--- src/rtl/rll_key_pkg.sv ---
// ---------------------------------------------------------------------------
// rll_key_pkg
// Shared definitions for the RLL32 key loader: default widths, the CRC-8
// polynomial, the decoy key and the loader state encoding.
// No ports (package).
// ---------------------------------------------------------------------------
package rll_key_pkg;

   localparam int          KEY_W_DEF     = 32;
   localparam int          CRC_W_DEF     = 8;
   localparam logic [7:0]  CRC_POLY_DEF  = 8'h07;
   localparam logic [31:0] DECOY_KEY_DEF = 32'h0000_0000;
   localparam int          FRAME_LEN_DEF = KEY_W_DEF + CRC_W_DEF;

   // Loader states. Explicit codes keep the encoding stable across tools.
   typedef enum logic [2:0] {
      ST_IDLE  = 3'd0,
      ST_SHIFT = 3'd1,
      ST_CHECK = 3'd2,
      ST_DONE  = 3'd3,
      ST_ERROR = 3'd4
   } state_t;

endpackage : rll_key_pkg

--- src/rtl/rll_crc8_serial.sv ---
// ---------------------------------------------------------------------------
// rll_crc8_serial
// Bit-serial CRC register: MSB-first, init 0, no reflection, no final XOR.
// Ports:
//   clk    in   clock, rising edge
//   rst_n  in   asynchronous active-low reset (clears the CRC)
//   clr    in   synchronous clear to 0 (has priority over en)
//   en     in   absorb one data bit this cycle
//   d      in   data bit
//   crc    out  current CRC remainder (registered)
// ---------------------------------------------------------------------------
module rll_crc8_serial
   import rll_key_pkg::*;
#(
   parameter int             W    = CRC_W_DEF,
   parameter logic [W-1:0]   POLY = CRC_POLY_DEF
)(
   input  logic         clk,
   input  logic         rst_n,
   input  logic         clr,
   input  logic         en,
   input  logic         d,
   output logic [W-1:0] crc
);

   logic [W-1:0] crc_r;

   // One LFSR step: feedback is the outgoing MSB XOR the incoming bit.
   function automatic logic [W-1:0] crc_step(input logic [W-1:0] cur, input logic bit_in);
      logic fb;
      fb       = cur[W-1] ^ bit_in;
      crc_step = {cur[W-2:0], 1'b0} ^ (fb ? POLY : {W{1'b0}});
   endfunction

   // CRC state register: clear wins over update, otherwise hold.
   always_ff @(posedge clk or negedge rst_n) begin
      if (!rst_n) begin
         crc_r <= {W{1'b0}};
      end else if (clr) begin
         crc_r <= {W{1'b0}};
      end else if (en) begin
         crc_r <= crc_step(crc_r, d);
      end else begin
         crc_r <= crc_r;
      end
   end

   assign crc = crc_r;

endmodule : rll_crc8_serial

--- src/rtl/rll_key_loader.sv ---
// ---------------------------------------------------------------------------
// rll_key_loader
// Serially receives a key followed by its CRC, checks the CRC and only then
// commits the key to a held parallel bus feeding keyIn_0_0..keyIn_0_31 of
// the locked netlist. Until a good commit, and after any failure, the bus
// carries the decoy key, so a partial or corrupted key is never visible.
// Ports:
//   clk        in   clock, rising edge
//   rst_n      in   asynchronous active-low reset
//   start      in   one-cycle pulse starting a load (IDLE/DONE/ERROR only)
//   ser_valid  in   serial bit valid
//   ser_data   in   serial bit, key MSB first then CRC MSB first
//   ser_ready  out  high only while shifting; transfer = valid & ready
//   key_out    out  committed key, bit i drives keyIn_0_i
//   key_valid  out  high while key_out holds a CRC-checked key
//   busy       out  high while shifting or checking
//   crc_err    out  sticky CRC mismatch flag, cleared by start or reset
// ---------------------------------------------------------------------------
module rll_key_loader
   import rll_key_pkg::*;
#(
   parameter int               KEY_W     = KEY_W_DEF,
   parameter int               CRC_W     = CRC_W_DEF,
   parameter logic [CRC_W-1:0] CRC_POLY  = CRC_POLY_DEF,
   parameter logic [KEY_W-1:0] DECOY_KEY = DECOY_KEY_DEF
)(
   input  logic             clk,
   input  logic             rst_n,
   input  logic             start,
   input  logic             ser_valid,
   input  logic             ser_data,
   output logic             ser_ready,
   output logic [KEY_W-1:0] key_out,
   output logic             key_valid,
   output logic             busy,
   output logic             crc_err
);

   localparam int FRAME_LEN = KEY_W + CRC_W;
   localparam int CNT_W     = $clog2(FRAME_LEN);

   localparam logic [CNT_W-1:0] CNT_ZERO  = {CNT_W{1'b0}};
   localparam logic [CNT_W-1:0] CNT_ONE   = CNT_W'(1);
   localparam logic [CNT_W-1:0] CNT_KEY_N = CNT_W'(KEY_W);
   localparam logic [CNT_W-1:0] CNT_LAST  = CNT_W'(FRAME_LEN - 1);

   state_t           state_r;
   logic [CNT_W-1:0] cnt_r;
   logic [KEY_W-1:0] sr_r;
   logic [CRC_W-1:0] rx_r;
   logic [KEY_W-1:0] key_out_r;
   logic             key_valid_r;
   logic             busy_r;
   logic             crc_err_r;
   logic             ser_ready_r;

   logic             crc_clr_s;
   logic             crc_en_s;
   logic [CRC_W-1:0] crc_s;

   // CRC control: clear on an accepted start, absorb only key-bit transfers.
   always_comb begin
      crc_clr_s = 1'b0;
      crc_en_s  = 1'b0;
      case (state_r)
         ST_IDLE, ST_DONE, ST_ERROR: begin
            crc_clr_s = start;
            crc_en_s  = 1'b0;
         end
         ST_SHIFT: begin
            crc_clr_s = 1'b0;
            crc_en_s  = ser_valid & ser_ready_r & (cnt_r < CNT_KEY_N);
         end
         default: begin
            crc_clr_s = 1'b0;
            crc_en_s  = 1'b0;
         end
      endcase
   end

   rll_crc8_serial #(
      .W    (CRC_W),
      .POLY (CRC_POLY)
   ) u_crc (
      .clk   (clk),
      .rst_n (rst_n),
      .clr   (crc_clr_s),
      .en    (crc_en_s),
      .d     (ser_data),
      .crc   (crc_s)
   );

   // Loader FSM with all outputs registered alongside the state.
   always_ff @(posedge clk or negedge rst_n) begin
      if (!rst_n) begin
         state_r     <= ST_IDLE;
         cnt_r       <= CNT_ZERO;
         sr_r        <= {KEY_W{1'b0}};
         rx_r        <= {CRC_W{1'b0}};
         key_out_r   <= DECOY_KEY;
         key_valid_r <= 1'b0;
         busy_r      <= 1'b0;
         crc_err_r   <= 1'b0;
         ser_ready_r <= 1'b0;
      end else begin
         case (state_r)
            ST_IDLE, ST_DONE, ST_ERROR: begin
               if (start) begin
                  // A reload hides the previous key from the very next cycle.
                  state_r     <= ST_SHIFT;
                  cnt_r       <= CNT_ZERO;
                  sr_r        <= {KEY_W{1'b0}};
                  rx_r        <= {CRC_W{1'b0}};
                  key_out_r   <= DECOY_KEY;
                  key_valid_r <= 1'b0;
                  busy_r      <= 1'b1;
                  crc_err_r   <= 1'b0;
                  ser_ready_r <= 1'b1;
               end
            end

            ST_SHIFT: begin
               if (ser_valid && ser_ready_r) begin
                  if (cnt_r < CNT_KEY_N) begin
                     sr_r <= {sr_r[KEY_W-2:0], ser_data};
                  end else begin
                     rx_r <= {rx_r[CRC_W-2:0], ser_data};
                  end
                  if (cnt_r == CNT_LAST) begin
                     // ready drops together with the move to CHECK.
                     state_r     <= ST_CHECK;
                     cnt_r       <= CNT_ZERO;
                     ser_ready_r <= 1'b0;
                  end else begin
                     cnt_r <= cnt_r + CNT_ONE;
                  end
               end
            end

            ST_CHECK: begin
               busy_r <= 1'b0;
               if (crc_s == rx_r) begin
                  state_r     <= ST_DONE;
                  key_out_r   <= sr_r;
                  key_valid_r <= 1'b1;
               end else begin
                  state_r     <= ST_ERROR;
                  crc_err_r   <= 1'b1;
                  key_out_r   <= DECOY_KEY;
                  key_valid_r <= 1'b0;
               end
            end

            default: begin
               // Illegal state: fall back to the safe decoy configuration.
               state_r     <= ST_IDLE;
               cnt_r       <= CNT_ZERO;
               key_out_r   <= DECOY_KEY;
               key_valid_r <= 1'b0;
               busy_r      <= 1'b0;
               ser_ready_r <= 1'b0;
            end
         endcase
      end
   end

   assign ser_ready = ser_ready_r;
   assign key_out   = key_out_r;
   assign key_valid = key_valid_r;
   assign busy      = busy_r;
   assign crc_err   = crc_err_r;

endmodule : rll_key_loader

--- config.mk ---
export PLATFORM = sky130hd
export DESIGN_NAME = rll_key_loader
export DESIGN_NICKNAME = d
export VERILOG_FILES = /design/src/rtl/rll_key_pkg.sv /design/src/rtl/rll_crc8_serial.sv /design/src/rtl/rll_key_loader.sv
export SDC_FILE = /design/constraint.sdc
export NUM_CORES = 1
export LEC_CHECK = 0
export ABC_AREA = 1
export CAP_MARGIN = 20
export CORE_ASPECT_RATIO = 1.4
export CORE_MARGIN = 2
export CORE_UTILIZATION = 33
export DETAILED_ROUTE_END_ITERATION = 16
export GPL_ROUTABILITY_DRIVEN = 0
export PLACE_DENSITY = 0.59
export SLEW_MARGIN = 0
export SYNTH_ARGS = -nofsm -noshare
export SYNTH_HDL_FRONTEND = slang
export SYNTH_SLANG_ARGS = --single-unit
export TNS_END_PERCENT = 30
--- constraint.sdc ---
create_clock -name clk -period 1.9 [get_ports clk]
set_clock_uncertainty 0.2 [all_clocks]
set_input_delay 0.19 -clock clk [delete_from_list [all_inputs] [get_ports clk]]
set_output_delay 0.19 -clock clk [all_outputs]
set_load 0.005 [all_outputs]
==> metrics.log, run 1 <==
INFO  metric fp.dieArea = 13090 um2
INFO  metric cts.clk_slew.worst_paths = 0.06 ns
INFO  metric syn-instance-count = 430
INFO  metric initial_antenna_violation_count = 0
INFO  metric synth_simple_gate_area_share = 15.03%
INFO  metric worst_slew_margin_rel = 65.94%
INFO  metric timing.final.setup_violations = 0
INFO  metric synth_adder_area_share = 0.3112%
INFO  metric mostFrequentLayoutCell = sky130_fd_sc_hd__dfrtp_1
INFO  metric ys_warn_count = 0
INFO  metric power.switching_fraction = 37.24%
INFO  metric clock_sinks = 93
INFO  metric yosysUniqueCellTypes = 29
INFO  metric p_seq_share = 37.2%
INFO  metric dp.final_hpwl = 5842 um
INFO  metric antennaDiodeCount = 0
INFO  metric share_of_cell_area_taken_by_muxes_after_synthesis = 0%
INFO  metric synth_top_flop_cell = sky130_fd_sc_hd__dfrtp_1
INFO  metric internal_power = 3898 uW
INFO  metric clock_tree.root_cell = sky130_fd_sc_hd__clkbuf_16
INFO  metric clock_path_buffers = 2
INFO  metric synth-xor-area-share = 1.961%
INFO  metric grt_first_pass_wirelength = 14810 um
INFO  metric grt_overflow_total = 0
INFO  metric i_o_pins = 41
INFO  metric cts_setup_buffers = 0
INFO  metric grt_start_max_net_pins = 41
INFO  metric power.density = 1258 nW/um2
INFO  metric final.setup.worst_slack = 0.1934 ns
INFO  metric met3_wirelength = 214 um
INFO  metric coreArea = 11880 um2
INFO  metric number_of_global_route_vias_before_repair = 3083
INFO  metric cp-end-kind = flip-flop
INFO  metric area_growth_syn_to_layout = 22.78%
INFO  metric wl_met2 = 4270 um
INFO  metric top_layer = met4
INFO  metric max_clock_freq = 0.5860 GHz
INFO  metric htreeDepth = 3
INFO  metric pwr-share-comb = 34.1%
INFO  metric power.net_switching = 2313 uW
INFO  metric cap_violations = 0
INFO  metric wl_per_cell = 13.72 um
INFO  metric final_util = 41.55%
INFO  metric critical_path.startpoint_type = flip-flop
INFO  metric vias = 3034
INFO  metric insertion_delay = 0.34 ns
INFO  metric placed_area = 4632 um2
INFO  metric post_route_cells_drive_above_1_share = 11.30%
INFO  metric synth_compound_area_share = 15.94%
INFO  metric timing.hold.ws = 0.1711 ns
INFO  metric drt_first_pass_iters = 4
INFO  metric largest_family_of_logic_cells_by_synthesized_area = compound AO/OA/AOI/OAI gates
INFO  metric numCtsBuffers = 9
INFO  metric synth_enable_flop_cells = 0
INFO  metric worst-endpoint-required = 1.92 ns
INFO  metric setup_tns = 0 ns
INFO  metric layout_common_cells = 93 x sky130_fd_sc_hd__dfrtp_1, 88 x sky130_fd_sc_hd__o21ai_0, 66 x sky130_fd_sc_hd__nand2_1
INFO  metric initial_core_util = 33.84%
INFO  metric power.static_leakage = 0.002190 uW
INFO  metric synth.ff_latch_count = 93
INFO  metric run_status = complete, no violations
INFO  metric chipWidth = 97.28 um
INFO  metric clock_power_share = 28.7%
INFO  metric cp_max_fo = 4
INFO  metric layout.cell_area.non_filler = 4936 um2
INFO  metric worstMarginPinSlew = 0.5109 ns
INFO  metric drt-met1-wl = 3916 um
INFO  metric drt_iter0_markers = 129
INFO  metric max-vdd-ir-drop = 0.5520 mV
INFO  metric total_drc_errors_in_the_routed_layout = 0
INFO  metric worst_endpoint_data_arrival_time = 1.72 ns
INFO  metric rsz0062_at_grt = no
INFO  metric numPortBuffers = 40
INFO  metric syn-mean-instance-area = 9.349 um2
INFO  metric clock_tree_from_tritoncts = built
INFO  metric postSynthNetCount = 436
INFO  metric sequential_share_of_the_synthesized_area = 57.89%
INFO  metric min_period = 1.707 ns
INFO  metric maxSlewViolCount = 0
INFO  metric period_share = 89.82%
INFO  metric die_height = 134.6 um
INFO  metric post_synth_instance_area = 4020 um2
INFO  metric finalNetCount = 479
INFO  metric place_ws = 0.09718 ns
INFO  metric globalRouteTotalUtil = 13.90%
INFO  metric min_path_type = input pin to asynchronous set/reset pin
INFO  metric vias_per_cell = 4.854
INFO  metric hold_viol_final = 0
INFO  metric rr_startpoint = cnt_r[0]
INFO  metric finalWirelength = 8576 um
INFO  metric startpoint = cnt_r[0]
INFO  metric critPathKind = flip-flop to flip-flop
INFO  metric core.rowCount = 47
INFO  metric ys_async_sr_fraction = 100.0%
INFO  metric final_antenna_net_count = 0
[cell families after synthesis]
group,after synthesis
flops,93
fa+ha+maj,1
xor+xnor,9
buf+inv,79
simple gates,128
compound gates,120
[critical path, stage by stage (launching register included)]
cell,delay (ns)
sky130_fd_sc_hd__dfrtp_1,0.39
sky130_fd_sc_hd__ha_1,0.19
sky130_fd_sc_hd__nand2_1,0.09
sky130_fd_sc_hd__nor3_1,0.24
sky130_fd_sc_hd__nor2_1,0.09
sky130_fd_sc_hd__inv_1,0.10
sky130_fd_sc_hd__nand2_1,0.11
sky130_fd_sc_hd__inv_1,0.09
sky130_fd_sc_hd__o21ai_0,0.08
[state kept, by name (all words and copies together) (netlist names)]
name,flops
key_out,32
sr_r,32
rx_r,8
u_crc.crc,8
cnt_r,6
state_r,3
busy,1
crc_err,1
key_valid,1
ser_ready,1
[final timing paths]
kind / cells after the start / to / slack, ns
max in group asynchronous: 3 / sr_r[20] / 0.73
min in group clk: 2 / key_valid / 0.29
hold / removal: 2 / cnt_r[4] / 0.17
setup / recovery: 8 / state_r[2] / 0.19
setup reg to reg: 8 / state_r[2] / 0.19
hold reg to reg: 2 / key_valid / 0.29
[timing repair]
| action | CTS | global route |
|---|---|---|
| hold buffers | 1 | 0 |
| hold endpoints to repair | 37 | 0 |
| setup endpoints to repair | 0 | 1 |
| resized for setup | 0 | 1 |
[layer usage]
metal,GRT usage [%],vias to the layer above
met5,0,-
met4,5.478,0
met3,3.157,12
met2,23.19,44
met1,17.65,1494
li1,-,1484
[cell type report]
| cell class | count | area [um2] |
|---|---|---|
| clock buffer | 10 | 229.0 |
| inverter | 57 | 214.0 |
| sequential | 93 | 2327 |
| multi-input combinational | 258 | 1339 |
| tap | 147 | 183.9 |
| fill | 1204 | 6943 |
| timing repair buffer | 54 | 580.6 |
| clock inverter | 6 | 62.56 |
[synth_stat cells (2+ instances only)]
master	n	share of area, %
sky130_fd_sc_hd__nor3_1	4	0.50
sky130_fd_sc_hd__xor2_1	5	1.1
sky130_fd_sc_hd__nor2_1	10	0.93
sky130_fd_sc_hd__o21ai_0	88	11
sky130_fd_sc_hd__a21oi_1	2	0.25
sky130_fd_sc_hd__nand2_2	6	0.93
sky130_fd_sc_hd__buf_2	8	1.0
sky130_fd_sc_hd__nand3_2	3	0.75
sky130_fd_sc_hd__clkbuf_2	3	0.37
sky130_fd_sc_hd__inv_1	56	5.2
sky130_fd_sc_hd__o22ai_1	8	1.2
sky130_fd_sc_hd__xnor2_1	4	0.87
sky130_fd_sc_hd__o21ai_1	14	1.7
sky130_fd_sc_hd__buf_4	2	0.37
sky130_fd_sc_hd__nor2_4	2	0.56
sky130_fd_sc_hd__dfrtp_1	93	58
sky130_fd_sc_hd__o21ai_2	8	1.7
sky130_fd_sc_hd__buf_6	3	0.84
sky130_fd_sc_hd__clkbuf_1	5	0.47
sky130_fd_sc_hd__nand2_1	66	6.2
sky130_fd_sc_hd__nand3_1	32	4.0
[stage by stage]
step | power [uW] | std cells
after floorplan | 3852 | 430
after global placement | 4444 | 608
after detailed placement | 4469 | 608
after CTS | 6270 | 625
after global routing | 6606 | 625
final | 6210 | 625
[power by group through the flow]
stage	clock network [uW]	registers (uW)	logic (uW)
2_1_floorplan	0	2310	1540
3_3_place_gp	0	2340	2110
3_5_place_dp	0	2350	2120
4_1_cts	1820	2310	2140
5_1_grt	1900	2330	2370
6_report	1780	2310	2120
(Power assumes the default switching activity.)
==> inputs of run 2 (changes only) <==
PLACE_DENSITY = unset   (was 0.59)
PLACE_DENSITY_LB_ADDON = 0.3   (was unset)
SETUP_SLACK_MARGIN = 0.2   (was unset)
==> metrics.log, run 2 (same netlist as run 1, synthesis figures left out) <==
INFO  metric run_status = complete, no violations (unchanged)
INFO  metric period_share = 92.32% (was 89.82%)
INFO  metric area_growth_syn_to_layout = 31.50% (was 22.78%)
INFO  metric wl_per_cell = 14.74 um (was 13.72 um)
INFO  metric critPathKind = flip-flop to flip-flop (unchanged)
INFO  metric grt_start_max_net_pins = 51 (was 41)
INFO  metric finish.cell_count_without_fillers = 642 (was 625)
INFO  metric max_clock_freq = 0.5701 GHz (was 0.5860 GHz)
INFO  metric rsz0062_at_grt = yes (was no)
INFO  metric chipWidth = 97.28 um (unchanged)
INFO  metric worst_endpoint_data_arrival_time = 1.82 ns (was 1.72 ns)
INFO  metric grt_first_pass_wirelength = 14240 um (was 14810 um)
INFO  metric initial_core_util = 33.84% (unchanged)
INFO  metric cts.clk_slew.worst_paths = 0.06 ns (about the same)
INFO  metric i_o_pins = 41 (unchanged)
INFO  metric min_path_type = input pin to asynchronous set/reset pin (unchanged)
INFO  metric vias = 3177 (was 3034)
INFO  metric cp_max_fo = 8 (was 4)
INFO  metric cap_violations = 0 (unchanged)
INFO  metric cp-end-kind = flip-flop (unchanged)
INFO  metric setup_tns = 0 ns (unchanged)
INFO  metric min_period = 1.754 ns (was 1.707 ns)
INFO  metric core.rowCount = 47 (unchanged)
INFO  metric clock_sinks = 93 (unchanged)
INFO  metric insertion_delay = 0.34 ns (about the same)
INFO  metric finalNetCount = 496 (was 479)
INFO  metric place_ws = 0.1100 ns (was 0.09718 ns)
INFO  metric hold_viol_final = 0 (unchanged)
INFO  metric globalRouteTotalUtil = 13.31% (was 13.90%)
INFO  metric coreArea = 11880 um2 (unchanged)
INFO  metric drt_first_pass_iters = 4 (unchanged)
INFO  metric clock_tree.root_cell = sky130_fd_sc_hd__clkbuf_16 (unchanged)
INFO  metric power.static_leakage = 0.002352 uW (was 0.002190 uW)
INFO  metric maxSlewViolCount = 0 (unchanged)
INFO  metric numPortBuffers = 40 (unchanged)
INFO  metric max-vdd-ir-drop = 0.7978 mV (was 0.5520 mV)
INFO  metric grt_overflow_total = 0 (unchanged)
INFO  metric initial_antenna_violation_count = 0 (unchanged)
INFO  metric worst_slew_margin_rel = 70.63% (was 65.94%)
INFO  metric die_height = 134.6 um (unchanged)
INFO  metric worst-endpoint-required = 1.97 ns (was 1.92 ns)
INFO  metric clock_tree_from_tritoncts = built (unchanged)
INFO  metric final.setup.worst_slack = 0.1460 ns (was 0.1934 ns)
INFO  metric dp.final_hpwl = 5408 um (was 5842 um)
INFO  metric antennaDiodeCount = 0 (unchanged)
INFO  metric worstMarginPinSlew = 0.4372 ns (was 0.5109 ns)
INFO  metric finalWirelength = 9462 um (was 8576 um)
INFO  metric fp.dieArea = 13090 um2 (unchanged)
INFO  metric worst_case_register_to_register_setup_slack = 0.15 ns (was 0.19 ns)
INFO  metric layout_common_cells = 91 x sky130_fd_sc_hd__dfrtp_1, 85 x sky130_fd_sc_hd__o21ai_0, 64 x sky130_fd_sc_hd__nand2_1 (was 93 x sky130_fd_sc_hd__dfrtp_1, 88 x sky130_fd_sc_hd__o21ai_0, 66 x sky130_fd_sc_hd__nand2_1)
INFO  metric mostFrequentLayoutCell = sky130_fd_sc_hd__dfrtp_1 (unchanged)
INFO  metric htreeDepth = 3 (unchanged)
INFO  metric post_route_cells_drive_above_1_share = 16.36% (was 11.30%)
INFO  metric final_antenna_net_count = 0 (unchanged)
INFO  metric clock_path_buffers = 2 (unchanged)
INFO  metric number_of_global_route_vias_before_repair = 2944 (was 3083)
INFO  metric critical_path.startpoint_type = flip-flop (unchanged)
INFO  metric power.density = 1367 nW/um2 (was 1258 nW/um2)
INFO  metric total_drc_errors_in_the_routed_layout = 0 (unchanged)
INFO  metric place_inst = 606 (was 608)
INFO  metric vias_per_cell = 4.949 (was 4.854)
INFO  metric drt_iter0_markers = 153 (was 129)
INFO  metric timing.final.setup_violations = 0 (unchanged)
INFO  metric numCtsBuffers = 9 (unchanged)
-- run 2: final timing paths --
check                            from     endpoint  cells past startpoint
max                        state_r[1]      rx_r[0]                      8
min                             rst_n  key_out[24]                      2
max reg2reg                state_r[1]      rx_r[0]                      8
min reg2reg                   crc_err      crc_err                      2
max in group asynchronous       rst_n   state_r[2]                      3
min in group clk              crc_err      crc_err                      2
-- run 2: per-stage QoR --
| stage | hold WS [ns] | power (uW) | util (%) | cell area [um2] |
|---|---|---|---|---|
| 2_1_floorplan | -0.3056 | 3852 | - | 4020 |
| 3_3_place_gp | -0.06406 | 4458 | 38.97 | 4629 |
| 3_5_place_dp | -0.06195 | 4485 | 38.97 | 4629 |
| 4_1_cts | 0.1159 | 6549 | 42.04 | 4994 |
| 5_1_grt | 0.1462 | 7620 | 44.50 | 5286 |
| 6_report | 0.1116 | 7227 | 44.50 | 5286 |
-- run 2: layout make-up --
type / count / area (um2)
Fill cell: 1141 / 6593
Sequential cell: 93 / 2330
Multi-Input combinational cell: 259 / 1419
Timing Repair Buffer: 70 / 803.3
Clock buffer: 12 / 256.5
Inverter: 57 / 216.5
Tap cell: 147 / 183.9
Clock inverter: 4 / 77.57
-- run 2: power by group --
part	total [uW]	switching, uW	internal, uW
sequential	2320	161	2160
clock	1990	758	1240
combinational	2910	1740	1170
-- run 2: metal layers --
layer | track usage, % | wire, um | vias to the layer above
met5 | 0 | 0 | -
met4 | 4.552 | 174 | 0
met3 | 3.209 | 415 | 15
met2 | 21.88 | 4702 | 70
met1 | 17.38 | 4170 | 1564
li1 | - | - | 1528
-- run 2: critical path, stage by stage, from the launching register on --
cell and delay (ns):
sky130_fd_sc_hd__dfrtp_1 0.43, sky130_fd_sc_hd__inv_2 0.12, sky130_fd_sc_hd__nand2_2 0.08, sky130_fd_sc_hd__nand3_4 0.10
sky130_fd_sc_hd__nor2_4 0.07, sky130_fd_sc_hd__nor2_4 0.19, sky130_fd_sc_hd__buf_6 0.14, sky130_fd_sc_hd__nand3_4 0.16
sky130_fd_sc_hd__o21ai_2 0.17
-- run 2: timing repair --
action	4_1_cts	5_1_grt
buffers inserted	1	13
gates resized for setup	3	23
hold buffers	1	0
hold endpoints to repair	93	0
endpoints found under the setup margin	50	80
pin swaps	1	11
cloned	0	5
==> inputs of run 3 (changes only) <==
ABC_AREA = unset   (was 1)
CORE_ASPECT_RATIO = 0.75   (was 1.4)
clock period = 1.6 ns   (was 1.9 ns; I/O delays follow)
==> metrics.log, run 3 <==
INFO  metric initial_core_util = 33.91% (was 33.84%)
INFO  metric hold_viol_final = 0 (unchanged)
INFO  metric ys_warn_count = 0 (unchanged)
INFO  metric die_height = 101.6 um (was 134.6 um)
INFO  metric area_growth_syn_to_layout = 39.95% (was 31.50%)
INFO  metric run_status = complete, but fails checks (was complete, no violations)
INFO  metric violations_in_the_final_reports = setup timing
INFO  metric min_path_type = input pin to asynchronous set/reset pin (unchanged)
INFO  metric sequential_share_of_the_synthesized_area = 55.57% (was 57.89%)
INFO  metric max-vdd-ir-drop = 0.7900 mV (was 0.7978 mV)
INFO  metric syn-instance-count = 347 (was 430)
INFO  metric total_drc_errors_in_the_routed_layout = 0 (unchanged)
INFO  metric numCtsBuffers = 9 (unchanged)
INFO  metric core.rowCount = 35 (was 47)
INFO  metric finalWirelength = 9806 um (was 9462 um)
INFO  metric cp-end-kind = flip-flop (unchanged)
INFO  metric fillers = 1141 (unchanged)
INFO  metric syn-mean-instance-area = 12.07 um2 (was 9.349 um2)
INFO  metric vias_per_cell = 4.817 (was 4.949)
INFO  metric dp.final_hpwl = 6055 um (was 5408 um)
INFO  metric initial_antenna_violation_count = 0 (unchanged)
INFO  metric layout_common_cells = 91 x sky130_fd_sc_hd__dfrtp_1, 49 x sky130_fd_sc_hd__buf_4, 32 x sky130_fd_sc_hd__a22o_1 (was 91 x sky130_fd_sc_hd__dfrtp_1, 85 x sky130_fd_sc_hd__o21ai_0, 64 x sky130_fd_sc_hd__nand2_1)
INFO  metric power.static_leakage = 0.002925 uW (was 0.002352 uW)
INFO  metric cts.clk_slew.worst_paths = 0.07 ns (was 0.06 ns)
INFO  metric power.density = 1827 nW/um2 (was 1367 nW/um2)
INFO  metric synth_top_flop_cell = sky130_fd_sc_hd__dfrtp_1 (unchanged)
INFO  metric period_share = 121.0% (was 92.32%)
INFO  metric number_of_global_route_vias_before_repair = 3005 (was 2944)
INFO  metric antennaDiodeCount = 0 (unchanged)
INFO  metric critical_path.startpoint_type = flip-flop (unchanged)
INFO  metric max_clock_freq = 0.5167 GHz (was 0.5701 GHz)
INFO  metric synth_largest_area_cell = sky130_fd_sc_hd__dfrtp_1 (unchanged)
INFO  metric grtUsageMet1 = 19.02% (was 17.38%)
INFO  metric fp.dieArea = 13620 um2 (was 13090 um2)
INFO  metric yosys.cell_count.top_type = sky130_fd_sc_hd__dfrtp_1 (unchanged)
INFO  metric internal_power = 6848 uW (was 4572 uW)
INFO  metric final_antenna_net_count = 0 (unchanged)
INFO  metric post_route_cells_drive_above_1_share = 33.05% (was 16.36%)
INFO  metric postSynthNetCount = 353 (was 436)
INFO  metric min_period = 1.936 ns (was 1.754 ns)
INFO  metric wl_per_cell = 15.59 um (was 14.74 um)
INFO  metric drt_first_pass_iters = 4 (unchanged)
INFO  metric grt_first_pass_wirelength = 15220 um (was 14240 um)
INFO  metric grt.met2_usage = 23.08% (was 21.88%)
INFO  metric post_synth_instance_area = 4188 um2 (was 4020 um2)
INFO  metric synth.area.top_cells = sky130_fd_sc_hd__dfrtp_1 56%, sky130_fd_sc_hd__a22o_1 6.7%, sky130_fd_sc_hd__mux2i_1 6.5%, sky130_fd_sc_hd__mux2_4 5.0%, sky130_fd_sc_hd__nor2_1 2.6% (was sky130_fd_sc_hd__dfrtp_1 58%, sky130_fd_sc_hd__o21ai_0 11%, sky130_fd_sc_hd__nand2_1 6.2%, sky130_fd_sc_hd__inv_1 5.2%, sky130_fd_sc_hd__nand3_1 4.0%)
INFO  metric insertion_delay = 0.34 ns (about the same)
INFO  metric pwr-share-comb = 53.9% (was 40.3%)
INFO  metric clock_tree_from_tritoncts = built (unchanged)
INFO  metric timing.final.setup_violations = 90 (was 0)
INFO  metric final.setup.worst_slack = -0.3355 ns (was 0.1460 ns)
INFO  metric clock_power_share = 18.6% (was 27.6%)
INFO  metric power.net_switching = 3859 uW (was 2655 uW)
INFO  metric clock_tree.root_cell = sky130_fd_sc_hd__clkbuf_16 (unchanged)
INFO  metric drt_iter0_markers = 133 (was 153)
INFO  metric clock_path_buffers = 2 (unchanged)
INFO  metric cap_violations = 0 (unchanged)
INFO  metric yosysUniqueCellTypes = 46 (was 29)
INFO  metric ys_async_sr_fraction = 100.0% (unchanged)
INFO  metric clock_sinks = 93 (unchanged)
INFO  metric power.switching_fraction = 36.04% (was 36.74%)
INFO  metric synth_enable_flop_cells = 0 (unchanged)
INFO  metric numPortBuffers = 40 (unchanged)
INFO  metric i_o_pins = 41 (unchanged)
INFO  metric worst_slew_margin_rel = 74.53% (was 70.63%)
INFO  metric cp_max_fo = 11 (was 8)
INFO  metric busiest_layer = met2 (unchanged)
INFO  metric grt_start_max_net_pins = 35 (was 51)
INFO  metric maxSlewViolCount = 0 (unchanged)
INFO  metric post_synth_most_frequent_cells = 93 x sky130_fd_sc_hd__dfrtp_1, 32 x sky130_fd_sc_hd__a22o_1, 29 x sky130_fd_sc_hd__nor2_1 (was 93 x sky130_fd_sc_hd__dfrtp_1, 88 x sky130_fd_sc_hd__o21ai_0, 66 x sky130_fd_sc_hd__nand2_1)
INFO  metric finalNetCount = 465 (was 496)
INFO  metric critPathKind = flip-flop to flip-flop (unchanged)
INFO  metric globalRouteTotalUtil = 14.20% (was 13.31%)
INFO  metric chipWidth = 134.1 um (was 97.28 um)
INFO  metric htreeDepth = 3 (unchanged)
INFO  metric total_power_draw = 10710 uW (was 7227 uW)
INFO  metric worst-endpoint-required = 1.62 ns (was 1.97 ns)
INFO  metric groute.layer.met3.usage = 3.904% (was 3.209%)
INFO  metric worstMarginPinSlew = 0.3780 ns (was 0.4372 ns)
INFO  metric mostFrequentLayoutCell = sky130_fd_sc_hd__dfrtp_1 (unchanged)
INFO  metric grt_overflow_total = 0 (unchanged)
INFO  metric p_seq_share = 27.5% (was 32.2%)
INFO  metric worst_endpoint_data_arrival_time = 1.96 ns (was 1.82 ns)
INFO  metric coreArea = 12350 um2 (was 11880 um2)
INFO  metric vias = 3030 (was 3177)
INFO  metric setup_tns = -23.27 ns (was 0 ns)
INFO  metric synth.top_cell.area_share = 55.57% (was 57.89%)
INFO  metric synth.ff_latch_count = 93 (unchanged)
INFO  metric worst_case_register_to_register_setup_slack = -0.34 ns (was 0.15 ns)
INFO  metric rsz0062_at_grt = yes (unchanged)
[run 3: changes by cell type in the layout (fill, tap and decap cells not counted), sizes merged, moves of 28 or more]
cell / previous run / this run
o21ai: 110 / 4
buf: 26 / 78
nand2: 73 / 26
clkdlybuf4s50: 39 / 3
inv: 59 / 26
a22o: 0 / 32
nand3: 37 / 6
dlygate4sd2: 0 / 28
[run 3: repair_timing]
action / CTS / global route
endpoints found under the setup margin: 129 / 100
pin swaps: 41 / 29
resized for setup: 72 / 17
hold endpoints to repair: 93 / 0
hold buffers: 1 / 0
setup buffers: 7 / 8
cloned: 0 / 4
[run 3: final timing paths]
kind                            start        end  depth (start not counted)
max reg2reg                state_r[1]   sr_r[14]                          5
min                             rst_n   cnt_r[4]                          2
max                        state_r[1]   sr_r[14]                          5
max in group asynchronous       rst_n   sr_r[30]                          3
min reg2reg                 key_valid  key_valid                          1
min in group clk            key_valid  key_valid                          1
[run 3: area by class of cell]
class | count | area [um2] | area share [%]
Clock inverter | 6 | 47.55 | 0.8113
Sequential cell | 93 | 2330 | 39.75
Multi-Input combinational cell | 211 | 1738 | 29.65
Inverter | 23 | 86.33 | 1.473
Tap cell | 166 | 207.7 | 3.544
Clock buffer | 9 | 225.2 | 3.843
Timing Repair Buffer | 121 | 1226 | 20.92
[run 3: stage by stage]
stage	util, %	setup slack, ns	area [um2]	hold slack, ns	std cells
3_3_place_gp	42.41	-0.4273	5238	-0.09064	594
6_report	47.46	-0.3355	5861	0.09587	629
3_5_place_dp	42.41	-0.4552	5238	-0.09332	594
5_1_grt	47.46	-0.3543	5861	0.1266	629
4_1_cts	45.68	-0.3121	5642	0.1076	617
2_1_floorplan	-	-0.3079	4213	-0.3356	347
[run 3: power groups by stage]
| stage | clock network [uW] | logic (uW) | registers [uW] |
|---|---|---|---|
| 4_1_cts | 2050 | 5170 | 2940 |
| 6_report | 1990 | 5780 | 2940 |
| 5_1_grt | 2150 | 6180 | 2980 |
| 3_5_place_dp | 0 | 4640 | 2980 |
| 3_3_place_gp | 0 | 4590 | 2960 |
| 2_1_floorplan | 0 | 2760 | 2910 |
[run 3: kinds of logic (layout without fill, tap and decap cells)]
| kind of cell | after synthesis | in the layout | synth area share [%] |
|---|---|---|---|
| AO/OA/AOI/OAI | 56 | 56 | 11.14 |
| adder cells (fa/ha/maj) | 1 | 1 | 0.2987 |
| XOR/XNOR | 11 | 11 | 2.301 |
| buffers and inverters | 43 | 159 | 5.378 |
| AND/OR/NAND/NOR | 95 | 95 | 11.95 |
| multiplexers | 48 | 48 | 13.36 |
| flip-flops | 93 | 93 | 55.57 |
[run 3: critical path, cell delays in order, from the launching register on]
cell,delay (ns)
sky130_fd_sc_hd__dfrtp_2,0.45
sky130_fd_sc_hd__nand3b_1,0.23
sky130_fd_sc_hd__a31oi_4,0.28
sky130_fd_sc_hd__nand3_4,0.16
sky130_fd_sc_hd__buf_12,0.19
sky130_fd_sc_hd__mux2_4,0.30
[run 3: metal layers]
layer,up-vias,part of all wire [%]
met5,-,0
met4,0,0.64
met3,6,3.0
met2,53,47
met1,1537,49
li1,1434,-
==> edit: new RTL, settings of run 2 <==
Put one more register stage on the output `crc_err`, cleared by the reset. The value now appears one clock later. The other outputs are not delayed to match.
--- a/src/rtl/rll_key_loader.sv
+++ b/src/rtl/rll_key_loader.sv
@@ -170,3 +170,9 @@
    assign busy      = busy_r;
-   assign crc_err   = crc_err_r;
+   always_ff @(posedge clk or negedge rst_n) begin
+      if (!rst_n) begin
+         crc_err <= '0;
+      end else begin
+         crc_err <= crc_err_r;
+      end
+   end
 
Function: same outputs for any inputs over 10 cycles, from zero or initial values and one cycle with rst_n low; that may be too few to reach the edited logic, so the function may still have changed.
==> edit against run 2 <==
Synthesized area grew 0.62%; sequential power grew 2%; setup slack gained 0.047 ns; non-clock buffer count shrank 1; largest power group unchanged; critical endpoint is now sr_r[22]$_DFFE_PN0P_; sequential cell count grew 1; core utilization grew 0.15 points; wire length shrank 0.61%; cell area grew 0.33%; first-iteration DRC count grew 0.65%; largest cell class unchanged; critical path depth shrank 1; power shrank 2.5%.
==> edit: results (changes against run 2) <==
metric,value,unit,change
status,finished clean,,
worstMarginPinSlew,0.497,ns,+0.0594 ns
crit_fanout,18,,+10
synth-seq-area-share,58.2,%,+0.26 points
synth_area_leaders,"dfrtp_1, o21ai_0, nand2_1",,
synth_nets,437,,+0.23%
wl,9400,um,-0.61%
htreeDepth,3,,unchanged
crit_path_top_delay_cell,dfrtp_2,,
io_buffers,40,,unchanged
place_hpwl,5840,um,+8.0%
yosysUniqueCellTypes,29,,unchanged
grt.total_usage,13.8,%,+0.54 points
drt_iter0_markers,154,,+0.65%
synth_common_cells,"dfrtp_1, o21ai_0, nand2_1",,
ir_worst_vdd,678,uV,-15%
grt_pass1_wl,14700,um,+3.2%
critPathMaxStageDelay,0.43,ns,about the same
grt_max_degree,38,,-25%
clk_pin_slew_worst_paths,0.07,ns,
leakage,2.34,nW,-0.37%
drive_above_1_share,18.6,%,+2.2 points
vias_per_cell,4.89,,-1.3%
r2r_cells,7,,-1
grt_pass1_vias,3001,,+1.9%
[edit: kinds of logic after synthesis]
logic type / share of synthesized area, %
compound gates: 15.8
buf+inv: 8.82
xor+xnor: 1.95
fa+ha+maj: 0.309
flops: 58.2
simple gates: 14.9
[edit: timing repair]
action / in CTS / in global routing
setup buffers: 0 / 7
setup endpoints to repair: 66 / 87
pin swaps: 1 / 9
endpoints found under the hold margin: 37 / 0
hold buffers: 1 / 0
gates cloned: 1 / 6
resized for setup: 10 / 36
[edit: worst paths after layout]
check | start | end | slack (ns)
max reg2reg | state_r[2]$_DFFE_PN0P_ | sr_r[22]$_DFFE_PN0P_ | 0.19
max | state_r[2]$_DFFE_PN0P_ | sr_r[22]$_DFFE_PN0P_ | 0.19
min in group clk | crc_err_r$_DFFE_PN0P_ | crc_err$_DFF_PN0_ | 0.20
min reg2reg | crc_err_r$_DFFE_PN0P_ | crc_err$_DFF_PN0_ | 0.20
min | rst_n | key_out[10]$_DFFE_PN0P_ | 0.18
max in group asynchronous | rst_n | sr_r[1]$_DFFE_PN0P_ | 0.77
[edit: report_power, final]
part / internal [mW] / total (mW) / switching, mW / leakage [nW]
clock network: 1.10 / 1.83 / 0.728 / 0.147
logic: 1.13 / 2.86 / 1.73 / 0.901
registers: 2.19 / 2.36 / 0.165 / 1.29
total: 4.42 / 7.05 / 2.63 / 2.34
[edit: metrics by stage]
stage | hold slack [ns] | cell area [um^2] | cells | setup WS [ns]
final | 0.181 | 5300 | 642 | 0.193
after global routing | 0.210 | 5300 | 642 | 0.0904
after CTS | 0.193 | 5010 | 629 | 0.177
after detailed placement | -0.00864 | 4650 | 611 | 0.115
after global placement | -0.0173 | 4650 | 611 | 0.151
after floorplan | -0.306 | 4050 | 431 | 0.362
[edit: metal layers]
layer  track usage (%)  vias to the layer above  part of all wire (%)
li1                  -                     1533                     -
met1              18.2                     1556                    46
met2              22.3                       38                    50
met3              2.69                       10                   2.3
met4              6.17                        0                   1.5
met5                 0                        -                     0
[edit: cell type report]
| type | count | area, um^2 |
|---|---|---|
| Clock buffer | 14 | 264 |
| Inverter | 57 | 216 |
| Sequential cell | 94 | 2350 |
| Fill cell | 1158 | 6580 |
| Multi-Input combinational cell | 259 | 1470 |
| Clock inverter | 2 | 38.8 |
| Tap cell | 147 | 184 |
| Timing Repair Buffer | 69 | 781 |
[edit: critical path: cells and delay by family, from the launching register on]
kind,cells,cell delay [ns]
simple gates,4,0.55
buf+inv,2,0.28
flops,1,0.43
compound gates,1,0.10
